--- src/rtl/bsc_if.sv ---
// bsc_if: host/config and status bundle for bounce_sweep_ctrl.
// The pause wire exists only when BSC_PAUSE_EN is defined.
interface bsc_if #(parameter int WIDTH = 3);
    logic             cfg_we;
    logic [WIDTH-1:0] cfg_lo;
    logic [WIDTH-1:0] cfg_hi;
    logic [7:0]       cfg_sweeps;
    logic             start;
    logic             stop;
`ifdef BSC_PAUSE_EN
    logic             pause;
`endif
    logic [WIDTH-1:0] count;
    logic             dir;
    logic             busy;
    logic             done;
    logic             err;
    modport master (
`ifdef BSC_PAUSE_EN
        output pause,
`endif
        output cfg_we, cfg_lo, cfg_hi, cfg_sweeps, start, stop,
        input  count, dir, busy, done, err
    );
    modport slave (
`ifdef BSC_PAUSE_EN
        input  pause,
`endif
        input  cfg_we, cfg_lo, cfg_hi, cfg_sweeps, start, stop,
        output count, dir, busy, done, err
    );
endinterface

--- src/rtl/bounce_sweep_ctrl.sv ---
// bounce_sweep_ctrl: sweeps count lo->hi->lo with one-cycle dwell at each end, for N sweeps or forever.
// Optional BSC_PAUSE_EN adds a pause input that freezes a running sweep.
module bounce_sweep_ctrl #(
    parameter int WIDTH  = 3,
    parameter int DEF_LO = 0,
    parameter int DEF_HI = 5
) (
    input logic clk,
    input logic rst_n,
    bsc_if.slave bus
);
    typedef enum logic [1:0] {IDLE, UP, DOWN} state_t;
    localparam logic [WIDTH-1:0] ONE = 1;
    state_t state, state_n;
    logic [WIDTH-1:0] lo, hi, count, count_n;
    logic [7:0] sweeps, sweep_cnt, sweep_cnt_n;
    logic dir, dir_n, done, done_n, err, err_c, err_q, hold, run, last;
`ifdef BSC_PAUSE_EN
    assign hold = bus.pause;
`else
    assign hold = 1'b0;
`endif
    assign run  = state != IDLE;
    assign last = sweeps != 8'd0 && sweep_cnt + 8'd1 == sweeps;
    assign err_c = (run && bus.cfg_we) || (!run && bus.start && !bus.stop && lo >= hi);
    always_comb begin
        state_n     = state;
        count_n     = count;
        dir_n       = dir;
        sweep_cnt_n = sweep_cnt;
        done_n      = 1'b0;
        if (run && bus.stop) begin
            state_n = IDLE;
            count_n = lo;
            dir_n   = 1'b1;
        end else if (!run) begin
            if (bus.start && !bus.stop && lo < hi) begin
                state_n     = UP;
                count_n     = lo;
                dir_n       = 1'b1;
                sweep_cnt_n = 8'd0;
            end
        end else if (!hold) begin
            if (state == UP) begin
                count_n = count < hi ? count + ONE : count;
                state_n = count < hi ? UP : DOWN;
                dir_n   = count < hi;
            end else if (count > lo) begin
                count_n = count - ONE;
                // done is registered, so it is raised as count steps onto lo
                done_n  = last && count == lo + ONE;
            end else begin
                sweep_cnt_n = sweep_cnt == 8'hff ? sweep_cnt : sweep_cnt + 8'd1;
                state_n     = last ? IDLE : UP;
                dir_n       = 1'b1;
            end
        end
    end
    always_ff @(posedge clk or negedge rst_n) begin
        if (!rst_n) begin
            state     <= IDLE;
            count     <= WIDTH'(DEF_LO);
            dir       <= 1'b1;
            lo        <= WIDTH'(DEF_LO);
            hi        <= WIDTH'(DEF_HI);
            sweeps    <= 8'd0;
            sweep_cnt <= 8'd0;
            done      <= 1'b0;
            err       <= 1'b0;
            err_q     <= 1'b0;
        end else begin
            state     <= state_n;
            count     <= count_n;
            dir       <= dir_n;
            sweep_cnt <= sweep_cnt_n;
            done      <= done_n;
            err       <= err_c && !err_q;
            err_q     <= err_c;
            if (!run && bus.cfg_we) begin
                lo     <= bus.cfg_lo;
                hi     <= bus.cfg_hi;
                sweeps <= bus.cfg_sweeps;
            end
        end
    end
    assign bus.count = count;
    assign bus.dir   = dir;
    assign bus.busy  = run;
    assign bus.done  = done;
    assign bus.err   = err;
endmodule

--- src/flat_wrapper.sv ---
// flat-port wrapper written by rule: the top's interface ports become plain ports
module bounce_sweep_ctrl_flat 
#(
    parameter int WIDTH  = 3,
    parameter int DEF_LO = 0,
    parameter int DEF_HI = 5
)
  (clk, rst_n, bus_cfg_we, bus_cfg_lo, bus_cfg_hi, bus_cfg_sweeps, bus_start, bus_stop, bus_count, bus_dir, bus_busy, bus_done, bus_err);
  bsc_if #(.WIDTH(WIDTH)) bus_i ();
  input logic clk;
  input logic rst_n;
  input wire logic [$bits(bus_i.cfg_we)-1:0] bus_cfg_we;
  input wire logic [$bits(bus_i.cfg_lo)-1:0] bus_cfg_lo;
  input wire logic [$bits(bus_i.cfg_hi)-1:0] bus_cfg_hi;
  input wire logic [$bits(bus_i.cfg_sweeps)-1:0] bus_cfg_sweeps;
  input wire logic [$bits(bus_i.start)-1:0] bus_start;
  input wire logic [$bits(bus_i.stop)-1:0] bus_stop;
  output wire logic [$bits(bus_i.count)-1:0] bus_count;
  output wire logic [$bits(bus_i.dir)-1:0] bus_dir;
  output wire logic [$bits(bus_i.busy)-1:0] bus_busy;
  output wire logic [$bits(bus_i.done)-1:0] bus_done;
  output wire logic [$bits(bus_i.err)-1:0] bus_err;
  assign bus_i.cfg_we = bus_cfg_we;
  assign bus_i.cfg_lo = bus_cfg_lo;
  assign bus_i.cfg_hi = bus_cfg_hi;
  assign bus_i.cfg_sweeps = bus_cfg_sweeps;
  assign bus_i.start = bus_start;
  assign bus_i.stop = bus_stop;
  assign bus_count = bus_i.count;
  assign bus_dir = bus_i.dir;
  assign bus_busy = bus_i.busy;
  assign bus_done = bus_i.done;
  assign bus_err = bus_i.err;
  bounce_sweep_ctrl #(.WIDTH(WIDTH), .DEF_LO(DEF_LO), .DEF_HI(DEF_HI)) u_core (.clk(clk), .rst_n(rst_n), .bus(bus_i));
endmodule
--- config.mk ---
export PLATFORM = sky130hd
export DESIGN_NAME = bounce_sweep_ctrl_flat
export DESIGN_NICKNAME = d
export VERILOG_FILES = /design/src/rtl/bsc_if.sv /design/src/rtl/bounce_sweep_ctrl.sv /design/src/flat_wrapper.sv
export SDC_FILE = /design/constraint.sdc
export NUM_CORES = 1
export LEC_CHECK = 0
export ABC_AREA = 1
export CAP_MARGIN = 20
export CORE_UTILIZATION = 55
export DETAILED_ROUTE_END_ITERATION = 10
export GPL_TIMING_DRIVEN = 0
export PLACE_DENSITY = 0.85
export SETUP_SLACK_MARGIN = 0.3
export SLEW_MARGIN = 5
export SYNTH_ARGS = -nofsm -noshare
export SYNTH_HDL_FRONTEND = slang
export SYNTH_SLANG_ARGS = --single-unit
--- constraint.sdc ---
create_clock -name clk -period 2.5 [get_ports clk]
set_input_delay 0.5 -clock clk [delete_from_list [all_inputs] [get_ports clk]]
set_output_delay 0.5 -clock clk [all_outputs]
set_load 0.01 [all_outputs]
Word level (Yosys, flattened, before mapping)
Index checks and enable logic that the tools add are counted.

Input port bits: 19. Word-level logic and storage cells: 78. Flip-flop bits (word level): 31. Output and inout bits: 7.

Bitwise logic cells: 1. Mux-type cells: 27. Order comparisons: 4. Reductions and logical operators: 22. Eq/ne operators: 10. Add/subtract/negate cells: 4.

Operators with widths (number): $mux W8 (5); $mux W3 (6); $mux W2 (6); $ne A4 B4 Y1 const B (3); $logic_and A1 B1 Y1 (11); $mux W1 (10); $add A8 B1 Y8 const B (1); $eq A8 B8 Y1 (1); $eq A8 B8 Y1 const B (1); $reduce_bool A8 Y1 (1); $add A3 B1 Y3 const B (2); $lt A3 B3 Y1 (2); $ne A2 B2 Y1 const B (3); $reduce_and A5 Y1 (1); $reduce_bool A2 Y1 (2); $eq A3 B3 Y1 (1); $ge A3 B3 Y1 (1); $gt A3 B3 Y1 (1); $logic_not A1 Y1 (3); $reduce_and A3 Y1 (1); $reduce_bool A3 Y1 (1); $sub A3 B1 Y3 const B (1); $eq A2 B1 Y1 const B (1); $reduce_and A2 Y1 (1); 2 further kinds (2).

Longest topological paths before layout
Depth in word-level cells: 8. Gate-level depth with buffers: 12. Depth with buffers taken out: 12.

Worst setup path after synthesis
OpenSTA, ideal clock, no wires.

Path kind: reg-to-reg. Start: register u_core.hi[2]. End: register u_core.sweep_cnt[2]. Setup slack: 0.686 ns. Buffers on the path: 0. Stages on the path, launching flop included: 11. Data arrival time: 1.693 ns. Setup time: 0.121 ns. Data required time: 2.379 ns. Path through: dfstp_2 -> inv_1 -> ha_1 -> nand2_1 -> nor2_1 -> a211oi_2 -> nand3_2 -> a21oi_4 -> nand2_4 -> nand2_1 -> o21ai_1.

Cells in the longest elaborated chain, start to end: 4.

Ends and longest elaborated chain: start, declared (line bounce_sweep_ctrl.sv:15) `logic [WIDTH-1:0] lo, hi, count, count_n;`; start signal, assigned (line bounce_sweep_ctrl.sv:65) `hi <= WIDTH'(DEF_HI);`; start signal, assigned (line bounce_sweep_ctrl.sv:81) `hi <= bus.cfg_hi;`; $lt A3 B3 Y1 (line bounce_sweep_ctrl.sv:37) `if (bus.start && !bus.stop && lo < hi) begin`; $logic_and A1 B1 Y1 (line bounce_sweep_ctrl.sv:37); $reduce_bool A2 Y1 (no line); $reduce_and A5 Y1 (no line); end signal, assigned (line bounce_sweep_ctrl.sv:75) `sweep_cnt <= sweep_cnt_n;`; end, declared (line bounce_sweep_ctrl.sv:16) `logic [7:0] sweeps, sweep_cnt, sweep_cnt_n;`.

No other way between the ends. A chain may end at the register's enable or synchronous reset.

Worst setup path after layout
Start: register u_core.state[1]. End: output bus_busy.

Cells in the longest elaborated chain, start to end: 1.

Ends and longest elaborated chain: start, declared (line bounce_sweep_ctrl.sv:14) `state_t state, state_n;`; start signal, assigned (line bounce_sweep_ctrl.sv:72) `state <= state_n;`; $reduce_bool A2 Y1 (line bounce_sweep_ctrl.sv:23) `assign run = state != IDLE;`; end, declared (line flat_wrapper.sv:20) `output wire logic [$bits(bus_i.busy)-1:0] bus_busy;`.

No other way between the ends.

==> impl_metrics.json <==
{
  "ys_seq_elements": 31,
  "p_comb_share_pct": 52.3,
  "diodes": 0,
  "cts_buffer_depth": 2,
  "firstDrtPassIters": 5,
  "min_from": "u_core.err_q$_DFF_PN0_",
  "place_area_um2": 2280,
  "dieArea_um2": 3777,
  "root_buffer": "clkbuf_4",
  "synth_compound_area_share_pct": 9.459,
  "seqCellArea_um2": 779.5,
  "yosys_warnings": 0,
  "status": "finished clean",
  "cts_tree": "done",
  "fillers": 277,
  "finalNonFillerCells": 323,
  "yosys.area_share.adder_pct": 7.465,
  "wl_met2_um": 1929,
  "ant_nets": 0,
  "hold_path_class": "reg2reg",
  "hold_viol": 0,
  "pin_count": 26,
  "ctsHtreeMaxLevel": 2,
  "p_leak_nw": 1.138,
  "grt_pass1_wl_um": 6755,
  "setup_violations": 0,
  "finalSetupTns_ps": 0,
  "syn_area_per_cell_um2": 8.068,
  "startpoint_type": "flip-flop",
  "cts_buffers": 5,
  "clk_pin_slew_ps": 110,
  "worstSetupPathType": "reg2out",
  "clkSinkCount": 31,
  "vias": 1729,
  "worstMarginPinSlew_ps": 766.7,
  "cap_violations": 0,
  "drt_iter0_drc": 88,
  "synth_flop_cell": "dfrtp_1",
  "area_delta_synth_final_pct": 22.46,
  "cp_slowest_cell": "clkdlybuf4s50_1",
  "wirelength_met1_um": 1699,
  "hold_buffers": 0,
  "multi_input_area_um2": 1032,
  "syn-num-nets": 271,
  "crit_path_cell_trace": "buf_6 > nor2_4 > inv_1 > clkdlybuf4s50_1",
  "synth_common_cells": "63 x nand2_1, 28 x dfrtp_1, 25 x inv_1",
  "groute.usage.overall_pct": 24.99,
  "seq_area_frac_synth_pct": 40.09,
  "synth_top_family_by_area": "simple AND/OR/NAND/NOR gates",
  "r2r_cells": 10,
  "grt_max_degree": 17,
  "synthSimpleGateAreaFrac_pct": 30.44,
  "maxUsedRoutingLayer": "met4",
  "drive_above_1_share_pct": 13.00,
  "critPathLaunch": "u_core.state[1]$_DFFE_PN0P_",
  "synth_mux_area_share_pct": 3.475,
  "crit_required_ps": 2000,
  "seqPwrFrac_pct": 32.4,
  "grt_pass1_vias": 1514,
  "fp.dieH_um": 61.46,
  "post_cts_resized": 0,
  "fin_nets": 306,
  "reg2reg_setup_slack_ps": 510,
  "crit_family": "buffers and inverters",
  "clock_skew_ps": 14.06,
  "synth_edf_count": 0,
  "synth_area_um2": 1944,
  "slew_headroom_pct": 48.72,
  "viasPerCell": 5.353,
  "finalWirelength_um": 4013,
  "yosysMostFrequentCell": "nand2_1",
  "crit_fanout": 10,
  "num_rows": 21,
  "crit_path_end": "bus_busy",
  "power.density_nw_per_um2": 1121,
  "die-width_um": 61.46,
  "critical_path_depth": 4,
  "synth_cells": 241,
  "period_needed_ps": 2026,
  "worstPathArrival_ps": 1530,
  "core-area_um2": 3363,
  "drc": 0,
  "worstReg2RegEnd": "u_core.sweep_cnt[6]$_DFFE_PN0P_",
  "max_freq_mhz": 493.5,
  "rr_startpoint": "u_core.hi[2]$_DFFE_PN1P_",
  "p_clk_share_pct": 15.3,
  "hpwl_um": 3024,
  "vdd_ir_drop_max_mv": 0.7136,
  "total_power_mw": 2.670,
  "fin_crit_sh_pct": 81.05,
  "async_flop_share_pct": 100.0,
  "insertion_delay_ps": 340,
  "synthXorXnorAreaFrac_pct": 2.252,
  "p_sw_share_pct": 42.17,
  "grt-ovfl-total": 0,
  "start_util_pct": 57.81,
  "p_sw_mw": 1.126,
  "whs_ps": 426.7,
  "yosys-top-cells-area": "dfrtp_1 36%, nand2_1 12%, ha_1 6.4%, inv_1 4.8%, nand3_1 4.6%",
  "fin_area_um2": 2381,
  "placedCellCount": 313,
  "wl_per_cell_um": 12.42,
  "antenna_found_initial": 0,
  "intPower_mw": 1.544,
  "critPathBufInv": 3,
  "io_buffers": 25,
  "routed-wl-met3_um": 281,
  "gp_congestion": 0.8546,
  "synth_top_cell_by_area": "dfrtp_1",
  "crit_path_end_kind": "output pin",
  "cp_slowest_stage_delay_ps": 470,
  "netlist.area_leader.share_pct": 36.04,
  "drv_slew": 0,
  "ys_types": 34,
  "rsz0062_at_grt": "false"
}
[worst min path at each step]
stage,end,slack (ps),depth (start not counted)
6_report,u_core.bus.err$_DFF_PN0_,430,1
5_1_grt,u_core.bus.err$_DFF_PN0_,430,1
4_1_cts,u_core.bus.err$_DFF_PN0_,430,1
3_5_place_dp,u_core.bus.err$_DFF_PN0_,410,1
3_3_place_gp,u_core.bus.err$_DFF_PN0_,400,1
2_1_floorplan,u_core.bus.count[0]$_DFFE_PN0P_,200,0
[timing repair]
action / CTS / global route
endpoints found under the setup margin: 1 / 3
pin swaps: 1 / 1
setup buffers: 1 / 1
[state kept, by name, indices dropped and copies added (netlist names)]
register,flops
u_core.bus.err,1
u_core.err_q,1
u_core.lo,3
u_core.bus.count,3
u_core.sweeps,8
u_core.bus.dir,1
u_core.hi,3
u_core.state,2
u_core.sweep_cnt,8
u_core.bus.done,1
[kinds of logic after synthesis]
kind of cell | count (synthesis)
AOI/OAI and AO/OA | 29
xor gates and xnor gates | 5
adders and majority gates | 11
buffers and inverters | 31
DFF | 31
muxes | 6
and+or+nand+nor | 128
[power by group through the flow]
stage | logic, mW | clock network, mW | registers [mW]
floorplan | 1.00 | 0 | 0.844
global placement | 1.30 | 0 | 0.858
detailed placement | 1.35 | 0 | 0.872
CTS | 1.38 | 0.417 | 0.863
global route | 1.59 | 0.439 | 0.894
finish | 1.40 | 0.409 | 0.864
[final cells by class]
type                    instances  area share [%]
well taps                      46           2.417
multi-input cells             179           43.35
repair buffers                 28           12.30
plain buffers                   4           1.314
clock inverters                 2           1.471
clock buffers                   6           2.154
flip-flops and latches         31           32.74
inverters                      27           4.256
[layer usage]
layer	vias to the layer above	global-route usage, %
met1	787	34.04
met3	15	6.933
met2	73	38.82
met5	-	0
met4	0	7.937
li1	854	-
[through the flow]
step	setup WS (ps)	util [%]
after CTS	460.7	70.57
after detailed placement	495.5	67.78
after global placement	423.3	66.96
final	473.8	70.80
after global routing	319.1	70.80
after floorplan	686.1	-
[placed cells by master, fill, tap and decap left out, drive strengths merged]
cell and count:
a211oi 1, a21oi 15, and2 1, buf 6, bufinv 1, clkbuf 7, clkdlybuf4s50 25, clkinv 1
dfrtp 28, dfstp 3, fa 1, ha 10, inv 27, mux2 6, nand2 67, nand3 20
nand3b 3, nand4 6, nor2 29, nor4 1, o21ai 10, o21bai 1, o22ai 1, o31ai 1
or2 1, xnor2 3, xor2 2
Power figures use the tool's default switching activity.
